[src/rtl/encoder_level.sv]
`default_nettype none
// ============================================================================
// Module   : encoder_level
// Purpose  : Quadrature encoder to 8-bit PWM level (sync, debounce, step).
// Revision : 1.0
// ============================================================================
module encoder_level #(
  parameter int         DEBOUNCE_CYCLES = 4,
  parameter int         STEP            = 1,
  parameter bit         SATURATE        = 1'b1,
  parameter logic [7:0] RESET_LEVEL     = 8'd0
) (
  input  logic       clk,
  input  logic       reset,
  input  logic       enc_a,
  input  logic       enc_b,
  output logic [7:0] level,
  output logic       step_up,
  output logic       step_down
);

  localparam int             CW         = ($clog2(DEBOUNCE_CYCLES) > 0) ? $clog2(DEBOUNCE_CYCLES) : 1;
  localparam logic [CW-1:0]  C_CNT_LAST = CW'(DEBOUNCE_CYCLES - 1);
  localparam logic [8:0]     C_STEP     = 9'(STEP);

  logic [1:0] sync1_q;
  logic [1:0] sync2_q;
  logic [1:0] db_w;
  logic       a_prev_q;
  logic [7:0] level_q;
  logic [7:0] level_d;
  logic       step_up_q;
  logic       step_up_d;
  logic       step_down_q;
  logic       step_down_d;
  logic [8:0] sum_w;
  logic [8:0] diff_w;
  logic       detent_w;

  // Bit 0 carries contact A, bit 1 carries contact B.
  always_ff @(posedge clk) begin
    if (reset) begin
      sync1_q <= 2'b00;
      sync2_q <= 2'b00;
    end else begin
      sync1_q <= {enc_b, enc_a};
      sync2_q <= sync1_q;
    end
  end

  for (genvar g = 0; g < 2; g++) begin : g_debounce
    logic [CW-1:0] cnt_q;
    logic          db_q;

    always_ff @(posedge clk) begin
      if (reset) begin
        cnt_q <= '0;
        db_q  <= 1'b0;
      end else if (sync2_q[g] == db_q) begin
        cnt_q <= '0;
      end else if (cnt_q == C_CNT_LAST) begin
        db_q  <= sync2_q[g];
        cnt_q <= '0;
      end else begin
        cnt_q <= cnt_q + 1'b1;
      end
    end

    assign db_w[g] = db_q;
  end

  always_ff @(posedge clk) begin
    if (reset) begin
      a_prev_q <= 1'b0;
    end else begin
      a_prev_q <= db_w[0];
    end
  end

  assign detent_w = db_w[0] & ~a_prev_q;
  // Bit 8 of the 9-bit intermediates flags overflow (sum) or underflow (diff).
  assign sum_w    = {1'b0, level_q} + C_STEP;
  assign diff_w   = {1'b0, level_q} - C_STEP;

  always_comb begin
    level_d     = level_q;
    step_up_d   = 1'b0;
    step_down_d = 1'b0;
    if (detent_w) begin
      if (db_w[1]) begin
        step_down_d = 1'b1;
        if (diff_w[8] && SATURATE) begin
          level_d = 8'd0;
        end else begin
          level_d = diff_w[7:0];
        end
      end else begin
        step_up_d = 1'b1;
        if (sum_w[8] && SATURATE) begin
          level_d = 8'hFF;
        end else begin
          level_d = sum_w[7:0];
        end
      end
    end
  end

  always_ff @(posedge clk) begin
    if (reset) begin
      level_q     <= RESET_LEVEL;
      step_up_q   <= 1'b0;
      step_down_q <= 1'b0;
    end else begin
      level_q     <= level_d;
      step_up_q   <= step_up_d;
      step_down_q <= step_down_d;
    end
  end

  assign level     = level_q;
  assign step_up   = step_up_q;
  assign step_down = step_down_q;

endmodule
`default_nettype wire

[config.mk]
export PLATFORM = sky130hd
export DESIGN_NAME = encoder_level
export DESIGN_NICKNAME = d
export VERILOG_FILES = /design/src/rtl/encoder_level.sv
export SDC_FILE = /design/constraint.sdc
export NUM_CORES = 1
export LEC_CHECK = 0
export ABC_AREA = 1
export CORE_UTILIZATION = 60
export CTS_CLUSTER_DIAMETER = 150
export DETAILED_ROUTE_END_ITERATION = 10
export DONT_BUFFER_PORTS = 1
export GPL_ROUTABILITY_DRIVEN = 0
export GPL_TIMING_DRIVEN = 0
export PLACE_DENSITY = 0.76
export SETUP_SLACK_MARGIN = 0.5
export SLEW_MARGIN = 20
export SYNTH_ARGS = -nofsm -noshare
export SYNTH_HDL_FRONTEND = slang
export SYNTH_SLANG_ARGS = --single-unit
[constraint.sdc]
create_clock -name clk -period 1.5 [get_ports clk]
set_input_delay 0.3 -clock clk [delete_from_list [all_inputs] [get_ports clk]]
set_output_delay 0.3 -clock clk [all_outputs]
set_load 0.01 [all_outputs]
==> results.json <==
{
  "fin_tns_setup_ns": 0,
  "die_h_um": 45.6,
  "first_pass_iters": 4,
  "cp-startpoint": "level[3]",
  "cts_tree": "yes",
  "worstMarginPinSlew_ns": 0.460,
  "timing.final.crit_share_pct": 85.9,
  "synth-async-reset-ratio_pct": 0,
  "dr_wl_met2_mm": 1.41,
  "ys_types": 26,
  "syn_avg_cell_area_um2": 7.14,
  "track_usage_pct": 25.8,
  "path_class": "reg -> reg",
  "critPathLaunchType": "flop",
  "synth.most_common_cell": "nor2_1",
  "drc": 0,
  "grt_max_degree": 12,
  "wl_met3_um": 188,
  "met1_length_mm": 1.03,
  "synthTopCellsByCount": "nor2_1, dfxtp_1, inv_1, nand2_1, nand3_1",
  "muxShareOfSynthArea_pct": 0,
  "cp.depth": 6,
  "via_per_inst": 5.45,
  "critical_path.max_stage_delay_ns": 0.41,
  "worstPathMaxFanout": 8,
  "p_leak_uw": 0.000615,
  "worstHoldPathType": "in -> reg",
  "ant_nets": 0,
  "r2r_cells": 6,
  "numCtsBuffers": 3,
  "core_um2": 1760,
  "synth_top_area_share_pct": 36.8,
  "relSlewSlack_pct": 69.3,
  "vdd_ir_drop_max_uv": 703,
  "cts_hold_buffers": 0,
  "status": "completed",
  "rows": 15,
  "drive_gt1_share_pct": 33.5,
  "yosys.area_share.simple_pct": 32.5,
  "finalNetCount": 182,
  "fillers": 139,
  "critical_path_required_ns": 1.69,
  "rrSetupSlack_ns": 0.21,
  "synth_seq_cells": 21,
  "grt_setup_unrepaired": "true",
  "avgRoutedWirePerCell_um": 13.5,
  "synth_area_leaders": "dfxtp_1, nor2_1, inv_1",
  "path_common_cell": "nor2_4",
  "diodes": 0,
  "htree_levels": 1,
  "clk_path_buf_depth": 2,
  "synth_nets": 168,
  "synth_top_area_cell": "dfxtp_1",
  "clk_latency_ns": 0.30,
  "synthAdderAreaFrac_pct": 4.38,
  "reg2reg_to": "level[3]",
  "totalWireLength_mm": 2.68,
  "arrival_ns": 1.48,
  "io_buffers": 0,
  "setup_violations": 0,
  "hp-start": "enc_b",
  "end_kind": "flop",
  "clock_sinks": 21,
  "synthFlopType": "dfxtp_1",
  "crit_path_end": "level[3]",
  "dr_total_vias": 1080,
  "synthXorXnorAreaFrac_pct": 3.07,
  "post-dp-hpwl_mm": 1.65,
  "synth_edf_count": 0,
  "skew_ns": 0.00409,
  "synth_warnings": 0,
  "io-pin-count": 14,
  "fmax_ghz": 0.776,
  "drt_iter0_drc": 33,
  "cp_cell_sequence": "nor2_2 -> nand2_4 -> nor2_4 -> nor2_4 -> a21oi_1 -> a21oi_2",
  "worst-path-buf-inv": 0,
  "clk_pin_slew_ns": 0.11,
  "synth_cells": 160,
  "initial_core_util_pct": 64.8,
  "dieArea_um2": 2080,
  "synth_compound_area_share_pct": 12.8,
  "drv_slew": 0,
  "power.density_nw_per_um2": 591,
  "synth_seq_area_share_pct": 36.8,
  "timing.rr.start": "level[3]",
  "place_area_um2": 1240,
  "area_growth_pct": 24.0,
  "hold_violations": 0,
  "maxCapViolations": 0,
  "grt_pass1_wl_mm": 3.84,
  "synth_area_um2": 1140,
  "period_minus_slack_ns": 1.29,
  "cts_root_buf": "clkbuf_4",
  "synth_top_family_by_area": "simple AND/OR/NAND/NOR gates",
  "grt_pass1_vias": 972,
  "antenna_found_initial": 0,
  "top_layer": "met4",
  "dp.cells": 185,
  "fin_area_um2": 1420,
  "die_w_um": 45.6,
  "overflow": 0,
  "final_cells": 198,
  "cpLargestDelayFamily": "simple AND/OR/NAND/NOR gates",
  "cp_slowest_cell": "dfxtp_4"
}
logic make-up (layout without fill, tap and decap cells):
kind of cell,after synthesis,count (layout)
AOI/OAI and AO/OA,27,27
xor gates and xnor gates,4,4
adders and majority gates,4,4
buffers and inverters,28,41
DFF,21,21
and+or+nand+nor,76,76
repair_timing:
action,CTS,global route
endpoints found under the setup margin,16,23
resized for setup,8,19
hold endpoints to repair,0,0
buffers inserted,6,3
pin swaps,12,9
layer usage:
metal  GRT usage [%]  vias up
met3            3.97        9
met4            10.9        0
met5               0        -
met2            45.1       45
met1            30.8      489
li1                -      537
registers in the layout, indices dropped and copies added (netlist names):
register and count:
step_down 1, a_prev_q 1, g_debounce.cnt_q 4, sync2_q 2, step_up 1, level 8
sync1_q 2, g_debounce.db_q 2
stage by stage:
step	setup slack, ns	power [µW]	utilization [%]	hold slack (ns)
finish	0.211	837	80.3	0.0927
global route	0.0957	874	80.3	0.0816
CTS	0.217	843	75.9	0.0908
detailed placement	0.219	594	70.2	0.401
global placement	0.244	593	70.2	0.394
floorplan	0.354	589	-	0.388
power breakdown:
part	internal, µW	switching (µW)
sequential	555	3.38
combinational	5.07	13.2
clock	104	157
total	663	173
final cells by class:
class	count	area (µm²)	area share, %
multi-input combinational	111	699	49.4
sequential	21	448	31.6
inverter	23	95.1	6.71
timing repair buffer	9	67.6	4.77
buffer	5	48.8	3.45
tap	25	31.3	2.21
clock buffer	4	26.3	1.86
cell usage in the layout, fill, tap and decap left out:
cell and instances:
a21oi_1 6, a21oi_2 4, a31oi_1 3, buf_4 9, buf_6 4, clkbuf_1 2, clkbuf_4 3, clkinvlp_4 1
dfxtp_1 9, dfxtp_2 7, dfxtp_4 5, ha_2 2, ha_4 2, inv_1 18, inv_2 2, inv_4 2
nand2_1 19, nand2_2 2, nand2_4 2, nand3_1 13, nand3_2 2, nand3_4 1, nand4_1 1, nand4_4 1
nor2_1 26, nor2_2 2, nor2_4 6, o211ai_1 2, o21ai_0 9, o21ai_1 2, o31ai_1 1, or2_4 1
xor2_1 4
how the worst min path moves through the flow:
| stage | endpoint | slack (ns) | cells after the start |
|---|---|---|---|
| floorplan | sync2_q[0] | 0.39 | 2 |
| global placement | sync2_q[1] | 0.39 | 2 |
| detailed placement | sync2_q[1] | 0.40 | 2 |
| CTS | sync1_q[1] | 0.09 | 2 |
| global route | sync1_q[1] | 0.08 | 2 |
| finish | sync1_q[1] | 0.09 | 2 |
No activity file was read; power rests on OpenSTA's default activity.
